File: config.mk
export PLATFORM = sky130hd
export DESIGN_NAME = regfile_wb_arbiter
export DESIGN_NICKNAME = d
export VERILOG_FILES = /design/src/rtl/constants_pkg.sv /design/src/rtl/rr_arbiter2.sv /design/src/rtl/regfile_wb_arbiter.sv
export SDC_FILE = /design/constraint.sdc
export NUM_CORES = 1
export LEC_CHECK = 0
export CAP_MARGIN = 10
export CORE_ASPECT_RATIO = 0.5
export CORE_MARGIN = 1.5
export CORE_UTILIZATION = 43
export CTS_CLUSTER_DIAMETER = 120
export CTS_CLUSTER_SIZE = 10
export DETAILED_ROUTE_END_ITERATION = 6
export PLACE_DENSITY = 0.85
export SLEW_MARGIN = 30
export SYNTH_ARGS = -nofsm -noshare
export SYNTH_HDL_FRONTEND = slang
export SYNTH_SLANG_ARGS = --single-unit
export TNS_END_PERCENT = 30
File: constraint.sdc
create_clock -name clk -period 2.1 [get_ports clk]
set_input_delay 0.525 -clock clk [delete_from_list [all_inputs] [get_ports clk]]
set_output_delay 0.525 -clock clk [all_outputs]
set_load 0.03 [all_outputs]
File: src/rtl/constants_pkg.sv
// rtl/constants_pkg.sv - shared constants and write-back request bundle
package constants_pkg;

  localparam int REGISTER_ADDRESS_BITS = 3;
  localparam int REGISTER_DATA_BITS    = 8;
  localparam int WB_CHANNELS           = 2;

  typedef struct packed {
    logic                             valid;
    logic [REGISTER_ADDRESS_BITS-1:0] addr;
    logic [REGISTER_DATA_BITS-1:0]    data;
  } wb_req_t;

endpackage

File: src/rtl/rr_arbiter2.sv
// rtl/rr_arbiter2.sv - two-way round-robin grant with last-grant memory
module rr_arbiter2 (
  input  logic       clk,
  input  logic       reset,
  input  logic [1:0] req,
  output logic [1:0] grant
);

  logic last_grant;

  // On a tie the channel that did not win last time is served.
  always_comb begin
    grant = 2'b00;
    case (req)
      2'b01:   grant = 2'b01;
      2'b10:   grant = 2'b10;
      2'b11:   grant = last_grant ? 2'b01 : 2'b10;
      default: grant = 2'b00;
    endcase
  end

  always_ff @(posedge clk or negedge reset) begin
    if (!reset) begin
      last_grant <= 1'b1;
    end else if (|grant) begin
      last_grant <= grant[1];
    end
  end

endmodule

File: src/rtl/regfile_wb_arbiter.sv
// rtl/regfile_wb_arbiter.sv - write-back arbiter and pending-write scoreboard
module regfile_wb_arbiter
  import constants_pkg::*;
#(
  parameter int ADDR_BITS = REGISTER_ADDRESS_BITS,
  parameter int DATA_BITS = REGISTER_DATA_BITS
) (
  input  logic                 clk,
  input  logic                 reset,
  input  logic                 wb0_valid,
  output logic                 wb0_ready,
  input  logic [ADDR_BITS-1:0] wb0_addr,
  input  logic [DATA_BITS-1:0] wb0_data,
  input  logic                 wb1_valid,
  output logic                 wb1_ready,
  input  logic [ADDR_BITS-1:0] wb1_addr,
  input  logic [DATA_BITS-1:0] wb1_data,
  input  logic                 rsv_valid,
  output logic                 rsv_ready,
  input  logic [ADDR_BITS-1:0] rsv_addr,
  input  logic [ADDR_BITS-1:0] rd0_addr,
  output logic                 rd0_busy,
  input  logic [ADDR_BITS-1:0] rd1_addr,
  output logic                 rd1_busy,
  output logic [ADDR_BITS-1:0] wr_addr,
  output logic                 wr_enable,
  output logic [DATA_BITS-1:0] wr_data,
  output logic                 err_unreserved
);

  localparam int NUM_REGS = 2 ** ADDR_BITS;

  wb_req_t                req [WB_CHANNELS];
  logic [WB_CHANNELS-1:0] req_valid;
  logic [WB_CHANNELS-1:0] grant;
  logic                   transfer;
  logic                   rsv_fire;
  logic                   err_set;
  logic [ADDR_BITS-1:0]   grant_addr;
  logic [DATA_BITS-1:0]   grant_data;
  logic [NUM_REGS-1:0]    busy;
  logic [NUM_REGS-1:0]    busy_next;

  // Requests are masked while reset is held so no ready leaks out.
  always_comb begin
    req[0].valid = wb0_valid && reset;
    req[0].addr  = wb0_addr;
    req[0].data  = wb0_data;
    req[1].valid = wb1_valid && reset;
    req[1].addr  = wb1_addr;
    req[1].data  = wb1_data;
    req_valid    = {req[1].valid, req[0].valid};
  end

  rr_arbiter2 u_arb (
    .clk   (clk),
    .reset (reset),
    .req   (req_valid),
    .grant (grant)
  );

  assign wb0_ready = grant[0];
  assign wb1_ready = grant[1];
  assign transfer  = |grant;

  always_comb begin
    grant_addr = req[0].addr;
    grant_data = req[0].data;
    if (grant[1]) begin
      grant_addr = req[1].addr;
      grant_data = req[1].data;
    end
  end

  assign rsv_fire  = reset && rsv_valid && !busy[rsv_addr];
  assign rsv_ready = rsv_fire;
  assign rd0_busy  = reset && busy[rd0_addr];
  assign rd1_busy  = reset && busy[rd1_addr];

  // A same-edge reservation of the target counts as a valid claim.
  assign err_set = transfer && !busy[grant_addr] &&
                   !(rsv_fire && (rsv_addr == grant_addr));

  // Reserve is applied after clear so it wins on the same address.
  always_comb begin
    busy_next = busy;
    if (wr_enable) begin
      busy_next[wr_addr] = 1'b0;
    end
    if (rsv_fire) begin
      busy_next[rsv_addr] = 1'b1;
    end
  end

  always_ff @(posedge clk or negedge reset) begin
    if (!reset) begin
      busy           <= '0;
      wr_enable      <= 1'b0;
      wr_addr        <= '0;
      wr_data        <= '0;
      err_unreserved <= 1'b0;
    end else begin
      busy      <= busy_next;
      wr_enable <= transfer;
      if (transfer) begin
        wr_addr <= grant_addr;
        wr_data <= grant_data;
      end
      if (err_set) begin
        err_unreserved <= 1'b1;
      end
    end
  end

endmodule
==> out/metrics.csv <==
stage,metric,value,unit
cells_and_area,fin_nets,262,
sta,slew_violations,0,
place,pre_cts_ws,-0.577,ns
synthesis,postSynthNetCount,181,
cts,cts_buffers,3,
cts,tritoncts,yes,
global_routing,grt_pass1_wl,6910,um
place,dpl_cell_area,2130,um^2
die,die_y,43.1,um
flow_run,drv_cap,0,
synthesis,yosysSeqAreaShare,39.9,%
worst_setup_path,arrival,1.78,ns
status,status,"complete, but fails checks",
cts,insertion_delay,0.26,ns
global_routing,grt_max_degree,14,
cells_and_area,antenna-diode-count,0,
die,io_pins,54,
worst_hold_path,min_path_type,primary input to asynchronous set/reset pin,
worst_setup_path,crit_type,primary input to output port,
routing,vias,1466,
sta,fin_hold_ws,0.270,ns
cells_and_area,design_area,2240,um^2
status,violations,setup timing,
cts,clockBufferDepth,2,
routing,totalWireLength,4150,um
cells_and_area,area_growth,62.4,%
synthesis,async_flop_share,100,%
routing,drt-pass1-iter-count,4,
cells_and_area,fin_util,74.1,%
synthesis,synth_top_area_cell,dfrtp_1,
sta,setup_ws,-0.203,ns
synthesis,syn_inst,145,
sta,finalSetupViolCount,4,
routing,drc,0,
synthesis,yosysWarnings,0,
cts,cts_root_buffer,clkbuf_8,
cts,hold_buffers,0,
worst_setup_path,crit_path_max_fanout,2,
routing,drt_iter0_markers,60,
worst_setup_path,worstPathRequired,1.57,ns
worst_setup_path,cp-end-kind,output port,
place,hpwl,3140,um
place,routabilityCongestion,0.850,
global_routing,grt_pass1_vias,1441,
sta,relSlewSlack,77.4,%
synthesis,synth_edf_count,0,
synthesis,synth_ff_type,dfrtp_1,
worst_setup_path,start_kind,primary input,
synthesis,synth_area,1380,um^2
sta,hold_violations,0,
sta,fin_crit,2.30,ns
die,core-area,3030,um^2
routing,postRouteAntennaNets,0,
cts,cts.clk_slew.worst_paths,0.08,ns
sta,fin_crit_sh,110,%
cts,cts.sinks,22,
global_routing,overflow,0,
place,portBuffers,53,
power_and_ir_drop,p_leak,0.000982,uW
synthesis,ys_top_cells_by_area,"dfrtp_1, mux4_2, mux2i_1",
sta,finClkSkew,0.00310,ns
routing,wire_per_inst,15.7,um
global_routing,antenna_found_initial,0,
routing,routed_via_density,5.53,
sta,rsz0062_at_grt,true,
sta,tightest_slew,0.337,ns
synthesis,synth_cell_types,34,
synthesis,synth.top_cell.area_share,38.0,%
sta,fmax,434,MHz
cells_and_area,drive_above_1_share,25.3,%
die,initial_core_util,45.6,%
die,die_w,83.2,um
die,die_area,3590,um^2
synthesis,ys_ff_latch,22,
power_and_ir_drop,ir_worst_vdd,0.000514,V
power_and_ir_drop,powerDensity,869,nW/um^2
die,fp-row-count,14,
synthesis,syn_area_per_cell,9.54,um^2
global_routing,grt.total_usage,24.9,%
cts,h-tree-depth,1,
## stage by stage
step           TNS, ns  total power (uW)  instances
3_5_place_dp     -4.82              1530        258
4_1_cts         -0.236              1930        263
5_1_grt         -0.708              2060        265
6_report        -0.351              1950        265
3_3_place_gp     -4.07              1490        258
2_1_floorplan        0              1090        145
## routing by layer
metal | part of all wire (%) | track usage, % | vias to the layer above
li1 | - | - | 688
met3 | 3.6 | 4.86 | 4
met5 | 0 | 0 | -
met2 | 52 | 48.6 | 49
met4 | 0.72 | 3.67 | 0
met1 | 43 | 29.4 | 725
## Yosys cell counts (3+ instances only)
master    instances
dfrtp_1          21
nor2_1           18
o21ai_0          17
mux2i_1          11
nand2_1          11
nand2b_1         10
o22ai_1           8
mux4_2            5
o31ai_1           5
nand3_1           4
a31oi_1           3
inv_1             3
## repair_timing
action,in CTS,in global routing
buffers inserted,1,2
endpoints found under the setup margin,14,6
resized for setup,22,3
pin swaps,2,2
## worst paths after layout
| check | startpoint | end | slack [ns] | cells after the start |
|---|---|---|---|---|
| worst max-delay path | rsv_addr[2] | rsv_ready | -0.20 | 7 |
| worst min-delay path | reset | err_unreserved | 0.27 | 2 |
| worst max register to register | busy[3] | err_unreserved | -0.03 | 9 |
| worst min register to register | wr_data[5] | wr_data[5] | 0.53 | 2 |
| max in group asynchronous | reset | busy[5] | 1.47 | 3 |
| min in group clk | wr_data[5] | wr_data[5] | 0.53 | 2 |
## cells by family (layout without fill, tap and decap cells)
kind of cell | after synthesis | in the layout | share of synthesized area [%]
compound gates | 39 | 39 | 17.1
flops | 22 | 22 | 39.9
xor+xnor | 1 | 1 | 0.634
buf+inv | 12 | 92 | 4.80
simple gates | 53 | 53 | 19.0
mux | 18 | 18 | 18.6
## power breakdown
group / total, uW / switching, uW / internal [uW]
logic: 915 / 439 / 477
clock network: 394 / 139 / 255
registers: 643 / 99.8 / 543
## cell type report
cell class / count / area [um^2]
Timing Repair Buffer: 83 / 774
Clock buffer: 3 / 41.3
Clock inverter: 1 / 30.0
Inverter: 5 / 21.3
Tap cell: 40 / 50.0
Sequential cell: 22 / 552
Multi-Input combinational cell: 111 / 776
Fill cell: 219 / 786
## registers in the layout, summed over array words and instances (netlist names)
signal / cells
busy: 8
err_unreserved: 1
u_arb.last_grant: 1
wr_addr: 3
wr_data: 8
wr_enable: 1
## placed cells by master, fill, tap and decap left out, types with 2 or more instances in the layout
cell             instances
o22ai_1                  8
mux4_2                   5
clkbuf_8                 3
nor2_1                  18
buf_2                    2
mux2i_1                 11
clkdlybuf4s50_1         40
a21oi_1                  2
dfrtp_1                 21
buf_6                    4
nor3_1                   2
nand2b_1                10
buf_12                   2
nor2b_1                  2
dlygate4sd2_1            3
o31ai_1                  5
clkdlybuf4s15_2          2
nand2_1                 11
a31oi_1                  3
inv_1                    3
o21ai_0                 17
nand3_1                  4
buf_4                   29
## critical path, cell delays in order
cell and delay (ns):
buf_2 0.11, mux2_4 0.29, a22o_2 0.23, mux2i_1 0.18
nand4_1 0.19, inv_2 0.12, buf_6 0.13
No activity file was read; power rests on OpenSTA's default activity.
